File: src/rtl/div_requester_if.sv
// Handshake bundle between the divider client, its command/response users and the divider.
// The master modport is the requester's view; slave is the view of everything around it.
interface div_requester_if #(
    parameter int N = 16
) ();
    logic         cmd_valid;
    logic         cmd_ready;
    logic [N-1:0] cmd_dividend;
    logic [N-1:0] cmd_divisor;
    logic         div_req;
    logic [N-1:0] div_dividend;
    logic [N-1:0] div_divisor;
    logic [N-1:0] div_q;
    logic         div_ready;
    logic         rsp_valid;
    logic         rsp_ready;
    logic [N-1:0] rsp_q;
    logic [N-1:0] rsp_r;
    logic         rsp_exc;
    logic         rsp_timeout;
    logic         div_hung;

    modport master (
        input  cmd_valid, cmd_dividend, cmd_divisor, div_q, div_ready, rsp_ready,
        output cmd_ready, div_req, div_dividend, div_divisor,
        output rsp_valid, rsp_q, rsp_r, rsp_exc, rsp_timeout, div_hung
    );

    modport slave (
        output cmd_valid, cmd_dividend, cmd_divisor, div_q, div_ready, rsp_ready,
        input  cmd_ready, div_req, div_dividend, div_divisor,
        input  rsp_valid, rsp_q, rsp_r, rsp_exc, rsp_timeout, div_hung
    );
endinterface

File: src/rtl/div_requester.sv
// Divider client: buffers operand pairs, issues them one at a time to the iterative
// divider, forms the remainder locally and traps divide-by-zero and divider hangs.
module div_requester #(
    parameter int N       = 16,
    parameter int DEPTH   = 4,
    parameter int TIMEOUT = 1024
) (
    input  logic            clk,
    input  logic            rstn,
    div_requester_if.master bus
);

    localparam int PW = (DEPTH > 1) ? $clog2(DEPTH) : 1;
    localparam int CW = $clog2(DEPTH + 1);
    localparam int TW = (TIMEOUT > 1) ? $clog2(TIMEOUT) : 1;

    localparam logic [PW-1:0] PTR_ONE  = PW'(1);
    localparam logic [CW-1:0] CNT_ONE  = CW'(1);
    localparam logic [CW-1:0] CNT_FULL = CW'(DEPTH);
    localparam logic [TW-1:0] TIM_ONE  = TW'(1);
    localparam logic [TW-1:0] TIM_LAST = TW'(TIMEOUT - 1);

    typedef enum logic [2:0] {
        ST_IDLE  = 3'd0,
        ST_ISSUE = 3'd1,
        ST_WAIT  = 3'd2,
        ST_DRAIN = 3'd3,
        ST_RESP  = 3'd4
    } state_t;

    state_t        state_r, state_next_s;

    logic [N-1:0]  fifo_dvd_r [DEPTH];
    logic [N-1:0]  fifo_dvs_r [DEPTH];
    logic [PW-1:0] wr_ptr_r, rd_ptr_r;
    logic [CW-1:0] count_r, count_next_s;
    logic          cmd_ready_r;
    logic          push_s, pop_s;
    logic [N-1:0]  head_dvd_s, head_dvs_s;

    logic [N-1:0]  a_r, b_r;
    logic [N-1:0]  prod_s, rem_s;
    logic [TW-1:0] timer_r;

    logic          div_req_r;
    logic [N-1:0]  div_dividend_r, div_divisor_r;
    logic          rsp_valid_r, rsp_exc_r, rsp_timeout_r, div_hung_r;
    logic [N-1:0]  rsp_q_r, rsp_r_r;

    logic          issue_s, div0_s, capture_s, timeout_s, done_s, timer_inc_s;

    assign push_s     = bus.cmd_valid && cmd_ready_r;
    assign head_dvd_s = fifo_dvd_r[rd_ptr_r];
    assign head_dvs_s = fifo_dvs_r[rd_ptr_r];

    // Remainder is reconstructed from the divider's quotient, modulo 2^N.
    assign prod_s = bus.div_q * b_r;
    assign rem_s  = a_r - prod_s;

    // FIFO occupancy after this cycle's push/pop
    always_comb begin
        count_next_s = count_r;
        case ({push_s, pop_s})
            2'b10:   count_next_s = count_r + CNT_ONE;
            2'b01:   count_next_s = count_r - CNT_ONE;
            default: count_next_s = count_r;
        endcase
    end

    // Command FIFO storage, pointers and registered ready
    always_ff @(posedge clk or negedge rstn) begin
        if (!rstn) begin
            for (int i = 0; i < DEPTH; i++) begin
                fifo_dvd_r[i] <= {N{1'b0}};
                fifo_dvs_r[i] <= {N{1'b0}};
            end
            wr_ptr_r    <= {PW{1'b0}};
            rd_ptr_r    <= {PW{1'b0}};
            count_r     <= {CW{1'b0}};
            cmd_ready_r <= 1'b1;
        end else begin
            if (push_s) begin
                fifo_dvd_r[wr_ptr_r] <= bus.cmd_dividend;
                fifo_dvs_r[wr_ptr_r] <= bus.cmd_divisor;
                wr_ptr_r             <= wr_ptr_r + PTR_ONE;
            end
            if (pop_s) begin
                rd_ptr_r <= rd_ptr_r + PTR_ONE;
            end
            count_r     <= count_next_s;
            cmd_ready_r <= (count_next_s != CNT_FULL);
        end
    end

    // FSM state register
    always_ff @(posedge clk or negedge rstn) begin
        if (!rstn) begin
            state_r <= ST_IDLE;
        end else begin
            state_r <= state_next_s;
        end
    end

    // FSM next-state and per-cycle strobes
    always_comb begin
        state_next_s = state_r;
        pop_s        = 1'b0;
        issue_s      = 1'b0;
        div0_s       = 1'b0;
        capture_s    = 1'b0;
        timeout_s    = 1'b0;
        done_s       = 1'b0;
        timer_inc_s  = 1'b0;
        case (state_r)
            ST_IDLE: begin
                if ((count_r != {CW{1'b0}}) && !div_hung_r) begin
                    pop_s = 1'b1;
                    if (head_dvs_s == {N{1'b0}}) begin
                        div0_s       = 1'b1;
                        state_next_s = ST_RESP;
                    end else begin
                        issue_s      = 1'b1;
                        state_next_s = ST_ISSUE;
                    end
                end else begin
                    state_next_s = ST_IDLE;
                end
            end
            ST_ISSUE: begin
                state_next_s = ST_WAIT;
            end
            ST_WAIT: begin
                if (bus.div_ready) begin
                    capture_s    = 1'b1;
                    state_next_s = ST_DRAIN;
                end else if (timer_r == TIM_LAST) begin
                    timeout_s    = 1'b1;
                    state_next_s = ST_RESP;
                end else begin
                    timer_inc_s  = 1'b1;
                    state_next_s = ST_WAIT;
                end
            end
            ST_DRAIN: begin
                if (!bus.div_ready) begin
                    state_next_s = ST_RESP;
                end else begin
                    state_next_s = ST_DRAIN;
                end
            end
            ST_RESP: begin
                if (rsp_valid_r && bus.rsp_ready) begin
                    done_s       = 1'b1;
                    state_next_s = ST_IDLE;
                end else begin
                    state_next_s = ST_RESP;
                end
            end
            default: begin
                state_next_s = ST_IDLE;
            end
        endcase
    end

    // Working operands, divider-facing registers and request pulse
    always_ff @(posedge clk or negedge rstn) begin
        if (!rstn) begin
            a_r            <= {N{1'b0}};
            b_r            <= {N{1'b0}};
            div_dividend_r <= {N{1'b0}};
            div_divisor_r  <= {N{1'b0}};
            div_req_r      <= 1'b0;
        end else begin
            if (pop_s) begin
                a_r <= head_dvd_s;
                b_r <= head_dvs_s;
            end
            if (issue_s) begin
                div_dividend_r <= head_dvd_s;
                div_divisor_r  <= head_dvs_s;
            end
            // High exactly while the FSM sits in ISSUE.
            div_req_r <= issue_s;
        end
    end

    // Divider response watchdog
    always_ff @(posedge clk or negedge rstn) begin
        if (!rstn) begin
            timer_r <= {TW{1'b0}};
        end else if (state_r == ST_ISSUE) begin
            timer_r <= {TW{1'b0}};
        end else if (timer_inc_s) begin
            timer_r <= timer_r + TIM_ONE;
        end
    end

    // Response holding registers and sticky hang flag
    always_ff @(posedge clk or negedge rstn) begin
        if (!rstn) begin
            rsp_valid_r   <= 1'b0;
            rsp_q_r       <= {N{1'b0}};
            rsp_r_r       <= {N{1'b0}};
            rsp_exc_r     <= 1'b0;
            rsp_timeout_r <= 1'b0;
            div_hung_r    <= 1'b0;
        end else begin
            if (div0_s) begin
                rsp_exc_r <= 1'b1;
                rsp_q_r   <= {N{1'b1}};
                rsp_r_r   <= head_dvd_s;
            end
            if (capture_s) begin
                rsp_q_r <= bus.div_q;
                rsp_r_r <= rem_s;
            end
            if (timeout_s) begin
                rsp_timeout_r <= 1'b1;
                rsp_q_r       <= {N{1'b0}};
                rsp_r_r       <= {N{1'b0}};
                div_hung_r    <= 1'b1;
            end
            if (done_s) begin
                rsp_valid_r   <= 1'b0;
                rsp_exc_r     <= 1'b0;
                rsp_timeout_r <= 1'b0;
            end else if (state_r == ST_RESP) begin
                rsp_valid_r <= 1'b1;
            end
        end
    end

    assign bus.cmd_ready    = cmd_ready_r;
    assign bus.div_req      = div_req_r;
    assign bus.div_dividend = div_dividend_r;
    assign bus.div_divisor  = div_divisor_r;
    assign bus.rsp_valid    = rsp_valid_r;
    assign bus.rsp_q        = rsp_q_r;
    assign bus.rsp_r        = rsp_r_r;
    assign bus.rsp_exc      = rsp_exc_r;
    assign bus.rsp_timeout  = rsp_timeout_r;
    assign bus.div_hung     = div_hung_r;

endmodule

File: src/flat_wrapper.sv
// flat-port wrapper written by rule: the top's interface ports become plain ports
module div_requester_flat 
#(
    parameter int N       = 16,
    parameter int DEPTH   = 4,
    parameter int TIMEOUT = 1024
)
  (clk, rstn, bus_cmd_valid, bus_cmd_dividend, bus_cmd_divisor, bus_div_q, bus_div_ready, bus_rsp_ready, bus_cmd_ready, bus_div_req, bus_div_dividend, bus_div_divisor, bus_rsp_valid, bus_rsp_q, bus_rsp_r, bus_rsp_exc, bus_rsp_timeout, bus_div_hung);
  div_requester_if #(.N(N)) bus_i ();
  input  logic clk;
  input  logic rstn;
  input wire logic [$bits(bus_i.cmd_valid)-1:0] bus_cmd_valid;
  input wire logic [$bits(bus_i.cmd_dividend)-1:0] bus_cmd_dividend;
  input wire logic [$bits(bus_i.cmd_divisor)-1:0] bus_cmd_divisor;
  input wire logic [$bits(bus_i.div_q)-1:0] bus_div_q;
  input wire logic [$bits(bus_i.div_ready)-1:0] bus_div_ready;
  input wire logic [$bits(bus_i.rsp_ready)-1:0] bus_rsp_ready;
  output wire logic [$bits(bus_i.cmd_ready)-1:0] bus_cmd_ready;
  output wire logic [$bits(bus_i.div_req)-1:0] bus_div_req;
  output wire logic [$bits(bus_i.div_dividend)-1:0] bus_div_dividend;
  output wire logic [$bits(bus_i.div_divisor)-1:0] bus_div_divisor;
  output wire logic [$bits(bus_i.rsp_valid)-1:0] bus_rsp_valid;
  output wire logic [$bits(bus_i.rsp_q)-1:0] bus_rsp_q;
  output wire logic [$bits(bus_i.rsp_r)-1:0] bus_rsp_r;
  output wire logic [$bits(bus_i.rsp_exc)-1:0] bus_rsp_exc;
  output wire logic [$bits(bus_i.rsp_timeout)-1:0] bus_rsp_timeout;
  output wire logic [$bits(bus_i.div_hung)-1:0] bus_div_hung;
  assign bus_i.cmd_valid = bus_cmd_valid;
  assign bus_i.cmd_dividend = bus_cmd_dividend;
  assign bus_i.cmd_divisor = bus_cmd_divisor;
  assign bus_i.div_q = bus_div_q;
  assign bus_i.div_ready = bus_div_ready;
  assign bus_i.rsp_ready = bus_rsp_ready;
  assign bus_cmd_ready = bus_i.cmd_ready;
  assign bus_div_req = bus_i.div_req;
  assign bus_div_dividend = bus_i.div_dividend;
  assign bus_div_divisor = bus_i.div_divisor;
  assign bus_rsp_valid = bus_i.rsp_valid;
  assign bus_rsp_q = bus_i.rsp_q;
  assign bus_rsp_r = bus_i.rsp_r;
  assign bus_rsp_exc = bus_i.rsp_exc;
  assign bus_rsp_timeout = bus_i.rsp_timeout;
  assign bus_div_hung = bus_i.div_hung;
  div_requester #(.N(N), .DEPTH(DEPTH), .TIMEOUT(TIMEOUT)) u_core (.clk(clk), .rstn(rstn), .bus(bus_i));
endmodule
File: config.mk
export PLATFORM = sky130hd
export DESIGN_NAME = div_requester_flat
export DESIGN_NICKNAME = d
export VERILOG_FILES = /design/src/rtl/div_requester_if.sv /design/src/rtl/div_requester.sv /design/src/flat_wrapper.sv
export SDC_FILE = /design/constraint.sdc
export NUM_CORES = 1
export LEC_CHECK = 0
export ABC_AREA = 1
export CAP_MARGIN = 15
export CELL_PAD_IN_SITES_DETAIL_PLACEMENT = 1
export CELL_PAD_IN_SITES_GLOBAL_PLACEMENT = 2
export CORE_MARGIN = 1
export CORE_UTILIZATION = 38
export DETAILED_ROUTE_END_ITERATION = 16
export HOLD_SLACK_MARGIN = 0.06
export PLACE_DENSITY_LB_ADDON = 0.08
export SLEW_MARGIN = 30
export SYNTH_ARGS = -nofsm -noshare
export SYNTH_HDL_FRONTEND = slang
export SYNTH_SLANG_ARGS = --single-unit
File: constraint.sdc
create_clock -name clk -period 8.9 [get_ports clk]
set_input_delay 1.335 -clock clk [delete_from_list [all_inputs] [get_ports clk]]
set_output_delay 1.335 -clock clk [all_outputs]
set_load 0.05 [all_outputs]
# After elaboration in Yosys (flattened, before gate mapping)
# Cells that the tools add are included.
# classes
add_sub_neg	6
mul	1
div	0
n_lt_le_gt_ge	3
n_eq_ne	8
n_shift	0
n_mux	50
bitwise	2
reduce_logical	13
# op_table
op	count
$mux W16	11
$bwmux W64	2
$bmux W16 S2	2
$demux W16 S2	1
$mux W1	24
$mux W10	2
$mux W3	6
$logic_not A16 Y1	1
$mul A16 B16 Y16	1
$sub A16 B16 Y16	1
$pmux W3 S5	1
$add A10 B1 Y10 const B	1
$eq A10 B10 Y1 const B	1
$reduce_bool A2 Y1	4
$eq A3 B2 Y1 const B	2
$ge A3 B3 Y1 const B	2
$not A2 Y3	2
$pmux W3 S2	1
$reduce_bool A3 Y1	2
$add A2 B1 Y2 const B	2
$logic_and A1 B1 Y1	4
$add A3 B1 Y3 const B	1
$eq A3 B1 Y1 const B	1
$eq A3 B3 Y1 const B	1
other kinds (7)	7
# word_totals
reg_bits	250
latch_bits	0
ramBits	0
rom_bits	0
inputBits	53
out_inout_bits	70
elab_cells	108
memories	0

# Depth between registers and ports, before layout
# Gate-level depths: netlist of the first run.
# depth
depth_word	11
ltp_mapped	29
depth_no_buf	27

# Least setup slack after synthesis of the first run
# No wires, ideal clock.
# synth_path
path_type	input port to flip-flop
from	in bus_div_q[7]
to	reg u_core.rsp_r_r[14] (netlist: u_core.bus.rsp_r[14])
arrival_time_ns	5.873
required_ns	8.777
setup_slack_ns	2.904
cell_stages	20
path_cell_list	clkbuf_1 > nand2_1 > fa_1 > inv_1 > fa_1 > fa_1 > inv_1 > fa_1 > fa_1 > inv_1 > fa_1 > inv_1 > ha_1 > a21oi_1 > o31ai_1 > a21oi_1 > nand2_1 > xor2_1 > a21boi_0 > o21ai_1
# synth_between
elab_chain_len	4
# synth_rtl
item	line_no	rtl
from (decl)	flat_wrapper.sv:15	input wire logic [$bits(bus_i.div_q)-1:0] bus_div_q;
$mul A16 B16 Y16	div_requester.sv:57	assign prod_s = bus.div_q * b_r;
$sub A16 B16 Y16	div_requester.sv:58	assign rem_s = a_r - prod_s;
$mux W16	div_requester.sv:213	if (capture_s) begin
$mux W16	div_requester.sv:217	if (timeout_s) begin
to (signal assigned)	div_requester.sv:211	rsp_r_r <= head_dvd_s;
to (signal assigned)	div_requester.sv:215	rsp_r_r <= rem_s;
to (signal assigned)	div_requester.sv:220	rsp_r_r <= {N{1'b0}};
to (decl)	div_requester.sv:48	logic [N-1:0] rsp_q_r, rsp_r_r;
# No other way between the ends.
# A chain may end at the register's enable or synchronous reset.

# Worst setup path after layout of the first run
# layout_path
from	in bus_div_q[9]
to	reg u_core.rsp_r_r[14] (netlist: u_core.bus.rsp_r[14])
# The elaborated chain is that of the path after synthesis.

==> results.json, run 1 <==
{
  "htree_levels": 1,
  "multi_input_area_um2": 7839,
  "cts_buffers": 30,
  "drv_slew": 0,
  "gr-total-overflow": 0,
  "synth_common_cells": "nand2_1 (586), inv_1 (339), dfrtp_1 (249)",
  "port-buffer-count": 122,
  "worstSetupStartpoint": "bus_div_q[9]",
  "hpwl_um": 33000,
  "cts_resized": 0,
  "fmax_mhz": 157.1,
  "netlist_instances": 1979,
  "track_usage_pct": 22.52,
  "hp-start": "u_core.bus.div_divisor[8]",
  "required_ps": 9340,
  "rows": 74,
  "synth_area_um2": 15810,
  "clk_latency_ps": 590,
  "detail_route.wl_per_cell_um": 17.64,
  "fin_crit_sh_pct": 71.54,
  "synth_nets": 2188,
  "rsz0062_at_grt": "false",
  "synthTopCellsByArea": "dfrtp_1 (39%), nand2_1 (14%), fa_1 (12%)",
  "vias": 12850,
  "synthFlopType": "dfrtp_1",
  "rrSetupSlack_ps": 3370,
  "nNetsFinal": 2263,
  "antennaDiodeCount": 0,
  "criticalPathCategory": "primary input to register",
  "nFillCells": 5013,
  "status": "completed",
  "post_cts_buffers": 0,
  "synth_top_area_share_pct": 39.40,
  "r2r_cells": 19,
  "holdPathStages": 2,
  "setup-tns-final_ps": 0,
  "cts_buffer_depth": 3,
  "gp_congestion": 0.7945,
  "finalHoldViolCount": 0,
  "yosysUniqueCellTypes": 44,
  "syn_avg_cell_area_um2": 7.990,
  "drc": 0,
  "routed_wl_um": 46040,
  "synth-seq-cells": 250,
  "pin_count": 123,
  "r2r_start": "u_core.b_r[1]",
  "min_path_type": "register to register",
  "tritoncts": "yes",
  "synthArstFlopShare_pct": 100.0,
  "final_util_pct": 44.96,
  "setup_viol": 0,
  "start_kind": "primary input",
  "skew_ps": 32.23,
  "tightestPinTransition_ps": 934.8,
  "min_period_ps": 6367,
  "drive_above_1_share_pct": 5.438,
  "cts_root_buf": "clkbuf_16",
  "grt_pass1_wl_um": 74370,
  "first_global_vias": 13560,
  "synth_area_leader_cell": "dfrtp_1",
  "initial_core_util_pct": 38.64,
  "drt_iter0_drc": 536,
  "slew-limit-headroom_pct": 37.68,
  "grt_max_degree": 111,
  "worstPathArrival_ps": 6810,
  "firstDrtPassIters": 5,
  "fp.dieW_um": 206.0,
  "end_kind": "register",
  "path_max_fanout": 8,
  "core_area_um2": 40920,
  "die_y_um": 206.0,
  "seqCellArea_um2": 6259,
  "hold_buffers": 0,
  "postRouteAntennaNets": 0,
  "viasPerCell": 4.922,
  "cts.sinks": 250,
  "synth_edf_count": 0,
  "synth_warnings": 0,
  "clk_pin_slew_ps": 60,
  "drv_cap": 0,
  "synth_most_common_cell": "nand2_1",
  "yosysSeqAreaShare_pct": 39.57,
  "antenna_found_initial": 0,
  "area_growth_pct": 16.35,
  "die-area_um2": 42430
}
[logic make-up (layout without fill, tap and decap cells)]
| family | count (synthesis) | after routing | synth area share [%] |
|---|---|---|---|
| AOI/OAI and AO/OA | 318 | 318 | 11.03 |
| xor gates and xnor gates | 22 | 22 | 1.219 |
| adders and majority gates | 156 | 156 | 16.95 |
| buffers and inverters | 439 | 538 | 10.97 |
| DFF | 250 | 250 | 39.57 |
| muxes | 2 | 2 | 0.1424 |
| and+or+nand+nor | 792 | 792 | 20.12 |
[final timing paths]
check / end
hold reg to reg: u_core.bus.div_divisor[8]
max in group asynchronous: u_core.rd_ptr_r[0]
setup reg to reg: u_core.bus.rsp_r[14]
setup / recovery: u_core.bus.rsp_r[14]
min in group asynchronous: u_core.bus.rsp_q[7]
hold / removal: u_core.bus.div_divisor[8]
[metrics by stage]
step | instance area [µm²] | hold slack, ps | setup slack [ps] | instances
final | 18400 | 468.4 | 2533 | 2610
after global routing | 18400 | 498.2 | 2287 | 2610
after CTS | 18370 | 473.1 | 2565 | 2609
after detailed placement | 17390 | 458.2 | 1948 | 2553
after global placement | 17390 | 461.2 | 2125 | 2553
after floorplan | 15810 | 447.8 | 2904 | 1979
[registers in the layout, summed over array words and instances, names as in the netlist]
name                     count
u_core.bus.div_divisor      16
u_core.bus.div_req           1
u_core.bus.rsp_r            16
u_core.b_r                  16
u_core.wr_ptr_r              2
u_core.fifo_dvd_r           64
u_core.a_r                  16
u_core.count_r               3
u_core.rd_ptr_r              2
u_core.bus.rsp_exc           1
u_core.bus.rsp_q            16
u_core.bus.rsp_timeout       1
u_core.fifo_dvs_r           64
u_core.bus.cmd_ready         1
u_core.bus.div_hung          1
u_core.state_r               3
u_core.bus.rsp_valid         1
u_core.bus.div_dividend     16
u_core.timer_r              10
[critical path: stages]
cell	delay, ps
clkdlybuf4s50_1	780
nand2_1	180
fa_1	570
inv_1	50
fa_1	490
inv_1	60
fa_1	480
fa_1	500
fa_1	530
inv_1	60
fa_1	480
inv_1	50
ha_1	310
inv_1	100
nor3_1	300
nand4_1	140
nand2_1	90
xor2_1	60
a21boi_0	160
o21ai_1	70
[cells in the final DEF (no fill, tap or decap), drive strengths merged, types with 3 or more instances in the layout]
cell,count
a32oi,4
xor2,14
ha,59
nor2,79
clkbuf,47
buf,16
clkinv,8
or2,5
xnor2,8
dfrtp,249
nand2,588
o22ai,12
inv,343
a21oi,45
nor3,10
nand4,8
fa,97
clkinvlp,3
clkdlybuf4s50,121
nand3,101
o21ai,245
[final cells by class]
type	count	area share, %
flip-flops and latches	250	34.02
multi-input cells	1290	42.61
clock buffers	47	4.863
inverters	345	7.046
clock inverters	9	0.4421
well taps	532	3.618
repair buffers	137	7.406
[routing by layer]
| layer | part of all wire (%) | track usage [%] | routed length [µm] | vias to the layer above |
|---|---|---|---|---|
| met5 | 0 | 0 | 0 | - |
| met4 | 1.9 | 4.989 | 865 | 0 |
| met3 | 2.6 | 2.365 | 1197 | 47 |
| met2 | 48 | 37.50 | 21910 | 130 |
| met1 | 48 | 31.50 | 22070 | 6426 |
| li1 | - | - | - | 6244 |
Power of run 1 is not shown: default switching activity piles up to over one toggle a cycle in this logic, so the estimate is an artifact.
==> run 2, diff against run 1 <==
CORE_UTILIZATION = 36   (was 38)
clock period = 6.1 ns   (was 8.9 ns; I/O delays follow)
==> results.json, run 2 (synthesis results as in run 1) <==
{
  "crit_chain": "clkdlybuf4s50_1 > nand2_1 > fa_1 > inv_1 > fa_1 > inv_1 > fa_1 > fa_1 > fa_1 > inv_1 > fa_1 > inv_1 > ha_1 > a21oi_1 > o31ai_1 > a21oi_1 > nand2_1 > xor2_1 > a21boi_0 > o21ai_1",
  "status": "completed",
  "cp_slowest_cell": "clkdlybuf4s50_1",
  "gr-total-overflow": 0,
  "min_path_type": "primary input to asynchronous set/reset pin",
  "grt_pass1_wl_um": 75680,
  "initial_core_util_pct": 36.63,
  "cts_root_buf": "clkbuf_16",
  "firstDrtPassIters": 5,
  "grt_max_degree": 134,
  "vias": 12820,
  "area_growth_pct": 19.30,
  "finalHoldViolCount": 0,
  "crit_cells": 20,
  "final_util_pct": 43.70,
  "detail_route.wl_per_cell_um": 17.23,
  "core_area_um2": 43170,
  "drv_slew": 0,
  "drv_cap": 0,
  "post_cts_buffers": 0,
  "crit_path_end": "u_core.bus.rsp_r[14]",
  "path_max_fanout": 8,
  "die_y_um": 211.6,
  "htree_levels": 1,
  "end_kind": "register",
  "worstPathArrival_ps": 6090,
  "antennaDiodeCount": 0,
  "routed_wl_um": 46550,
  "cts.sinks": 250,
  "pin_count": 123,
  "crit_buf_inv": 5,
  "final_cell_mix": "nand2_1 (582), inv_1 (338), dfrtp_1 (247)",
  "r2r_cells": 19,
  "required_ps": 6540,
  "rows": 76,
  "setup_viol": 0,
  "cts_buffers": 30,
  "hpwl_um": 34000,
  "slowest_delay_ps": 710,
  "rsz0062_at_grt": "false",
  "port-buffer-count": 122,
  "crit_family": "adder cells",
  "postRouteAntennaNets": 0,
  "final_common_cell": "nand2_1",
  "worstSetupStartpoint": "bus_div_q[8]",
  "nNetsFinal": 2304,
  "top_regs": "u_core.fifo_dvd_r (64), u_core.fifo_dvs_r (64)",
  "drive_above_1_share_pct": 7.463,
  "worstReg2RegEnd": "u_core.bus.rsp_r[14]",
  "tightestPinTransition_ps": 838.5,
  "clk_pin_slew_ps": 60,
  "clk_latency_ps": 590,
  "skew_ps": 8.675,
  "antenna_found_initial": 1,
  "fin_crit_sh_pct": 92.61,
  "gp_congestion": 0.8125,
  "start_kind": "primary input",
  "drt_iter0_drc": 585,
  "fp.dieW_um": 211.6,
  "criticalPathCategory": "primary input to register",
  "tritoncts": "yes",
  "first_global_vias": 13750,
  "viasPerCell": 4.743,
  "fmax_mhz": 177.0,
  "track_usage_pct": 21.64,
  "crit_top_cell": "fa_1",
  "cts_resized": 0,
  "min_period_ps": 5649,
  "r2r_start": "u_core.b_r[2]",
  "hold_ws_ps": 184.6,
  "drc": 0,
  "hold_buffers": 0,
  "slew-limit-headroom_pct": 43.90,
  "rrSetupSlack_ps": 790,
  "cts_buffer_depth": 3,
  "die-area_um2": 44770
}
run 2: routing by layer:
metal	GRT usage (%)	wire length, µm	vias to the layer above
li1	-	-	6323
met1	30.49	22690	6339
met4	4.623	937	0
met3	2.092	908	45
met2	36.03	22010	109
met5	0	0	-
run 2: final cells by class:
type | count | area, µm²
sequential | 250 | 6260
tap | 585 | 732.0
multi-input combinational | 1290 | 7839
fill | 5239 | 24310
clock inverter | 16 | 237.7
timing repair buffer | 178 | 1679
inverter | 345 | 1296
clock buffer | 38 | 820.8
run 2: how the worst min path moves through the flow:
stage	startpoint	endpoint	slack (ps)	depth (start not counted)
after floorplan	u_core.fifo_dvd_r[17]	u_core.fifo_dvd_r[17]	450	2
after global placement	u_core.fifo_dvd_r[43]	u_core.fifo_dvd_r[43]	460	2
after detailed placement	u_core.fifo_dvd_r[46]	u_core.fifo_dvd_r[46]	470	2
after CTS	rstn	u_core.fifo_dvd_r[57]	410	1
after global routing	rstn	u_core.fifo_dvd_r[57]	190	1
final	rstn	u_core.fifo_dvd_r[57]	180	1
run 2: metrics by stage:
step                instances  area (µm²)  setup WS [ps]  setup TNS (ps)
floorplan                1979       15810          523.9               0
global placement         2647       17780         -129.0          -250.6
detailed placement       2647       17780         -180.1          -505.9
CTS                      2701       18840          454.2               0
global route             2702       18860          101.3               0
finish                   2702       18860          451.0               0
Power of run 2 is left out for the same reason.
